==> src/rtl/u3v_frame_sequencer.sv <==
// u3v_frame_sequencer: per-frame phase controller for the U3V stream path.
// Walks IDLE -> LEADER -> IMAGE -> [CHUNK] -> TRAILER -> GAP and drives one
// phase flag at a time toward the payload assembler and leader/trailer
// generators. Latches the frame timestamp and chunk enable at frame start,
// owns the 64-bit block ID and counts frame starts dropped while busy.
//
// Ports:
//   clk, reset             clock, synchronous active-high reset
//   i_stream_enable        stream enable (registered; rising edge clears block ID)
//   i_frame_start          one-cycle pulse, upstream frame begins
//   i_frame_end            one-cycle pulse, last image word delivered
//   i_chunk_mode_active    chunk master enable, snapshotted at frame start
//   iv_timestamp_live      free-running 64-bit timestamp
//   o_leader_flag/o_image_flag/o_chunk_flag/o_trailer_flag  phase flags
//   o_busy                 high in any state other than IDLE
//   ov_blockid             block ID of current/last frame
//   ov_timestamp           timestamp latched at frame start
//   ov_drop_cnt            saturating count of ignored frame starts
//   o_timeout              sticky IMAGE watchdog flag
//
// Optional feature macro: U3V_SEQ_TIMEOUT_EN enables the IMAGE watchdog.
// Without it o_timeout is tied to 0 and no watchdog counter is built.

module u3v_frame_sequencer #(
  parameter int unsigned LEADER_CYCLES  = 8,
  parameter int unsigned CHUNK_CYCLES   = 10,
  parameter int unsigned TRAILER_CYCLES = 8,
  parameter int unsigned GAP_CYCLES     = 4,
  parameter logic [31:0] TIMEOUT_CYCLES = 32'd50_000_000
) (
  input  logic        clk,
  input  logic        reset,
  input  logic        i_stream_enable,
  input  logic        i_frame_start,
  input  logic        i_frame_end,
  input  logic        i_chunk_mode_active,
  input  logic [63:0] iv_timestamp_live,
  output logic        o_leader_flag,
  output logic        o_image_flag,
  output logic        o_chunk_flag,
  output logic        o_trailer_flag,
  output logic        o_busy,
  output logic [63:0] ov_blockid,
  output logic [63:0] ov_timestamp,
  output logic [15:0] ov_drop_cnt,
  output logic        o_timeout
);

  // Zero-length phases are not allowed: a 0 parameter behaves as 1.
  localparam int unsigned LEADER_EFF  = (LEADER_CYCLES  == 0) ? 1 : LEADER_CYCLES;
  localparam int unsigned CHUNK_EFF   = (CHUNK_CYCLES   == 0) ? 1 : CHUNK_CYCLES;
  localparam int unsigned TRAILER_EFF = (TRAILER_CYCLES == 0) ? 1 : TRAILER_CYCLES;
  localparam int unsigned GAP_EFF     = (GAP_CYCLES     == 0) ? 1 : GAP_CYCLES;

  localparam logic [31:0] LEADER_LAST  = 32'(LEADER_EFF - 1);
  localparam logic [31:0] CHUNK_LAST   = 32'(CHUNK_EFF - 1);
  localparam logic [31:0] TRAILER_LAST = 32'(TRAILER_EFF - 1);
  localparam logic [31:0] GAP_LAST     = 32'(GAP_EFF - 1);

  typedef enum logic [2:0] {
    ST_IDLE,
    ST_LEADER,
    ST_IMAGE,
    ST_CHUNK,
    ST_TRAILER,
    ST_GAP
  } state_t;

  state_t      state;
  logic [31:0] phase_cnt;
  logic        stream_en_q;
  logic        stream_en_qq;
  logic        chunk_en_q;
  logic        en_rise_c;
  logic        image_done_c;

  assign en_rise_c = stream_en_q & ~stream_en_qq;

`ifdef U3V_SEQ_TIMEOUT_EN
  localparam logic [31:0] TIMEOUT_LAST = (TIMEOUT_CYCLES == 32'd0) ? 32'd0
                                                                   : TIMEOUT_CYCLES - 32'd1;
  logic [31:0] wdog_cnt;
  logic        wdog_hit_c;

  assign wdog_hit_c   = (state == ST_IMAGE) && (wdog_cnt == TIMEOUT_LAST);
  assign image_done_c = i_frame_end | wdog_hit_c;

  // Watchdog: counts IMAGE cycles from 0 on entry; sticky flag on expiry.
  always_ff @(posedge clk) begin
    if (reset) begin
      wdog_cnt  <= '0;
      o_timeout <= 1'b0;
    end else begin
      wdog_cnt <= (state == ST_IMAGE) ? wdog_cnt + 32'd1 : 32'd0;
      if (en_rise_c)
        o_timeout <= 1'b0;
      else if (wdog_hit_c && !i_frame_end)
        o_timeout <= 1'b1;
    end
  end
`else
  assign image_done_c = i_frame_end;
  assign o_timeout    = 1'b0;
`endif

  // Phase FSM; flags and busy are registered alongside each state change.
  always_ff @(posedge clk) begin
    if (reset) begin
      state          <= ST_IDLE;
      phase_cnt      <= '0;
      stream_en_q    <= 1'b0;
      stream_en_qq   <= 1'b0;
      chunk_en_q     <= 1'b0;
      o_leader_flag  <= 1'b0;
      o_image_flag   <= 1'b0;
      o_chunk_flag   <= 1'b0;
      o_trailer_flag <= 1'b0;
      o_busy         <= 1'b0;
      ov_blockid     <= '0;
      ov_timestamp   <= '0;
      ov_drop_cnt    <= '0;
    end else begin
      stream_en_q  <= i_stream_enable;
      stream_en_qq <= stream_en_q;

      // Starts that cannot be accepted are counted, saturating.
      if (i_frame_start && (state != ST_IDLE || !stream_en_q) && ov_drop_cnt != 16'hFFFF)
        ov_drop_cnt <= ov_drop_cnt + 16'd1;

      if (en_rise_c)
        ov_blockid <= '0;

      case (state)
        ST_IDLE: begin
          if (i_frame_start && stream_en_q) begin
            state         <= ST_LEADER;
            phase_cnt     <= '0;
            ov_timestamp  <= iv_timestamp_live;
            chunk_en_q    <= i_chunk_mode_active;
            o_leader_flag <= 1'b1;
            o_busy        <= 1'b1;
          end
        end
        ST_LEADER: begin
          if (phase_cnt == LEADER_LAST) begin
            state         <= ST_IMAGE;
            phase_cnt     <= '0;
            o_leader_flag <= 1'b0;
            o_image_flag  <= 1'b1;
          end else begin
            phase_cnt <= phase_cnt + 32'd1;
          end
        end
        ST_IMAGE: begin
          if (image_done_c) begin
            phase_cnt    <= '0;
            o_image_flag <= 1'b0;
            if (chunk_en_q) begin
              state        <= ST_CHUNK;
              o_chunk_flag <= 1'b1;
            end else begin
              state          <= ST_TRAILER;
              o_trailer_flag <= 1'b1;
            end
          end
        end
        ST_CHUNK: begin
          if (phase_cnt == CHUNK_LAST) begin
            state          <= ST_TRAILER;
            phase_cnt      <= '0;
            o_chunk_flag   <= 1'b0;
            o_trailer_flag <= 1'b1;
          end else begin
            phase_cnt <= phase_cnt + 32'd1;
          end
        end
        ST_TRAILER: begin
          if (phase_cnt == TRAILER_LAST) begin
            state          <= ST_GAP;
            phase_cnt      <= '0;
            o_trailer_flag <= 1'b0;
            // A coincident enable rising edge wins over the increment.
            if (!en_rise_c)
              ov_blockid <= ov_blockid + 64'd1;
          end else begin
            phase_cnt <= phase_cnt + 32'd1;
          end
        end
        ST_GAP: begin
          if (phase_cnt == GAP_LAST) begin
            state     <= ST_IDLE;
            phase_cnt <= '0;
            o_busy    <= 1'b0;
          end else begin
            phase_cnt <= phase_cnt + 32'd1;
          end
        end
        default: begin
          state          <= ST_IDLE;
          phase_cnt      <= '0;
          o_leader_flag  <= 1'b0;
          o_image_flag   <= 1'b0;
          o_chunk_flag   <= 1'b0;
          o_trailer_flag <= 1'b0;
          o_busy         <= 1'b0;
        end
      endcase
    end
  end

endmodule

==> config.mk <==
export PLATFORM = sky130hd
export DESIGN_NAME = u3v_frame_sequencer
export DESIGN_NICKNAME = d
export VERILOG_FILES = /design/src/rtl/u3v_frame_sequencer.sv
export SDC_FILE = /design/constraint.sdc
export NUM_CORES = 1
export LEC_CHECK = 0
export ABC_CLOCK_PERIOD_IN_PS = 2600
export CAP_MARGIN = 0
export CORE_ASPECT_RATIO = 1.1
export CORE_MARGIN = 8
export CORE_UTILIZATION = 30
export CTS_BUF_LIST = sky130_fd_sc_hd__clkbuf_8
export CTS_CLUSTER_DIAMETER = 30
export DETAILED_ROUTE_END_ITERATION = 7
export GPL_TIMING_DRIVEN = 0
export PLACE_DENSITY = 0.52
export SYNTH_ARGS = -nofsm -noshare
export SYNTH_HDL_FRONTEND = slang
export SYNTH_SLANG_ARGS = --single-unit
==> constraint.sdc <==
create_clock -name clk -period 2.6 [get_ports clk]
set_input_delay 0.65 -clock clk [delete_from_list [all_inputs] [get_ports clk]]
set_output_delay 0.65 -clock clk [all_outputs]
set_load 0.02 [all_outputs]
==> results.toml <==
[grt]
grt-ovfl-total = 0
grt_pass1_wl_mm = 41.85
gr-usage-all-layers = 0.1560
grtUsageMet2 = 0.2521
first_global_vias = 7953
met1_usage = 0.1795
grt.busiest_layer = "met2"
antenna_found_initial = 0
met3_usage = 0.07706
grt_max_degree = 20

[timing]
setup_viol = 0
finalClockSkew_ns = 0.02736
fin_crit_ns = 2.415
slew_viol_final = 0
clock.fmax_ghz = 0.4141
slew_headroom = 0.4140
hold_violations = 0
worst_slew_pin_slew_ns = 0.8710
rsz0062_at_grt = "false"
layout_setup_ws_ns = 0.1850
finalCritPeriodShare = 0.9288

[synthesis]
synth-xor-area-share = 0.05728
ys_top_cells_by_area = "dfxtp_1, nand2_1, a21oi_1"
netlist_area_um2 = 8104
synth_edf_count = 0
synthMuxAreaShare = 0.002470
synth-seq-cells = 187
synth_seq_area_share = 0.4619
async_reset_ff_frac = 0
synth_top_family_by_area = "simple AND/OR/NAND/NOR gates"
synth_top_area_share = 0.4619
postSynthAreaPerCell_um2 = 7.992
syn_nets = 1088
yosys.cell_types.count = 49
synth_fa_ha_area_frac = 0.006176
yosysTopAreaCell = "dfxtp_1"
synth_most_common_cell = "nand2_1"
synth-compound-area-share = 0.1394
synth_common_cells = "nand2_1, dfxtp_1, a21oi_1"
synthSimpleGateAreaFrac = 0.2963
synthFlopType = "dfxtp_1"
syn_inst = 1014
yosysWarnings = 0

[floorplan]
ioPinCount = 220
die_x_um = 172.7
dieArea_um2 = 32540
die_height_um = 188.4
core_area_um2 = 26800
row_count = 63
start_util = 0.3024

[layout]
n_fill_cell = 2772
antenna_cells = 0
design_area_um2 = 11430
synthToLayoutAreaGrowth_pct = 40.99
fin_util = 0.4263
fin_nets = 1340
multiInputGateArea_um2 = 4198
regArea_um2 = 3754
drive_above_1_share = 0.07349

[routing]
route.detailed.drc = 0
routedWlPerCell_um = 15.71
finalWirelength_mm = 25.71
drtPass1Iterations = 5
drt_iter0_drc = 395
vias = 7975
routed_via_density = 4.875
antenna_left = 0

[pwr]
p_clk_frac = 0.328
power_switching_mw = 1.824
swShare = 0.3109
power_density_nw_per_um2 = 513.5
p_leak_nw = 3.794
total_power_mw = 5.867
peakVddDrop_uv = 254.3
sequentialPowerShare = 0.517
p_comb_frac = 0.154
p_int_mw = 4.043

[cts]
cts_buffer_depth = 2
ctsHoldBuffers = 0
cts_tree = "built"
h-tree-depth = 4
clock_sinks = 187
cts_buffers = 17
cts_root_buf = "clkbuf_8"
worstSkewPairLatency_ns = 0.47
clkTransAtPathRegs_ns = 0.10

[place]
post_dp_cell_area_um2 = 10720
dp_hpwl_mm = 19.31
gp_congestion = 0.7765
port_buffers = 217
place_ws_ns = -0.4644

[worst_setup_path]
cp_max_fo = 6
slowest_stage = "or4_1"
cp-end-kind = "flip-flop"
cp.arrival_ns = 2.81
max_stage_delay_ns = 0.48
path_delay_family = "simple AND/OR/NAND/NOR gates"
critPathBufInv = 3
crit_type = "flip-flop to flip-flop"
cp.required_ns = 3.00
setup.worst_path.start_class = "flip-flop"
path_cells = "nor4_2, nand2_2, nor4_4, buf_6, nand4_1, buf_4, buf_12, or4_1, a21oi_2"

[run]
max_cap_viol_count = 0

[hold_path]
hp-class = "flip-flop to flip-flop"

[status]
outcome = "completed"
==> metrics by stage <==
stage / hold WS [ns] / TNS [ns] / instances
3_3_place_gp: 0.4401 / -15.28 / 1588
5_1_grt: 0.4775 / 0 / 1636
2_1_floorplan: 0.4574 / 0 / 1014
4_1_cts: 0.4611 / 0 / 1628
6_report: 0.4576 / 0 / 1636
3_5_place_dp: 0.4457 / -16.31 / 1588
==> timing repair <==
action / 4_1_cts / 5_1_grt
pin swaps: 6 / 11
endpoints found under the setup margin: 62 / 83
gates cloned: 0 / 0
resized for setup: 11 / 31
hold endpoints to repair: 0 / 0
setup buffers: 10 / 12
==> final timing paths <==
| path | from | endpoint | slack (ns) | cells after the start |
|---|---|---|---|---|
| worst max register to register | phase_cnt[6] | ov_blockid[39] | 0.19 | 9 |
| worst max-delay path | phase_cnt[6] | ov_blockid[39] | 0.19 | 9 |
| worst min-delay path | ov_timestamp[61] | ov_timestamp[61] | 0.46 | 2 |
| worst min register to register | ov_timestamp[61] | ov_timestamp[61] | 0.46 | 2 |
==> metal layers <==
metal	vias to the layer above	routed length, um
met3	24	2810
met2	225	11690
met1	3678	10800
met4	0	405
met5	-	0
li1	4048	-
==> layout make-up <==
cell class | instances | area share
plain buffers | 47 | 0.01708
clock buffers | 17 | 0.02048
clock inverters | 15 | 0.01391
inverters | 23 | 0.007556
multi-input cells | 751 | 0.3674
flip-flops and latches | 187 | 0.3285
well taps | 357 | 0.03909
repair buffers | 239 | 0.2060
==> worst register-to-register path, delay by kind of cell (launching register included) <==
family	cells	cell delay [ns]
compound gates	1	0.14
simple gates	5	1.38
buf+inv	3	0.45
flops	1	0.39
==> placed cells by master (no fill, tap or decap), types with 9 or more instances in the layout <==
master	count
clkdlybuf4s50_1	217
nand2_1	189
dfxtp_1	183
a21oi_1	121
nor2_1	77
nand3_1	49
o21ai_0	46
nand4_1	36
or3_1	36
xor2_1	33
clkbuf_1	32
inv_1	23
buf_4	21
xnor2_1	20
and3_1	17
clkbuf_8	17
and4_1	12
or4_1	11
a31oi_1	10
o31ai_1	9
==> state kept, by name, summed over array words and instances, names as in the netlist, 3 cells and up <==
name          flops
phase_cnt        32
ov_timestamp     64
ov_drop_cnt      16
state             3
ov_blockid       64
==> power groups by stage <==
stage               clock, mW  combinational, mW  sequential (mW)
global placement            0              0.923             3.06
floorplan                   0              0.428             3.14
detailed placement          0              0.917             3.07
global route             2.15               1.00             3.05
CTS                      2.03              0.927             3.01
finish                   1.93              0.904             3.04
==> logic make-up after synthesis <==
| logic type | after synthesis |
|---|---|
| AO/OA/AOI/OAI | 207 |
| XOR/XNOR | 53 |
| adder cells (fa/ha/maj) | 4 |
| buffers and inverters | 76 |
| flip-flops | 187 |
| multiplexers | 2 |
| other | 1 |
| AND/OR/NAND/NOR | 484 |
(Power assumes the default switching activity.)
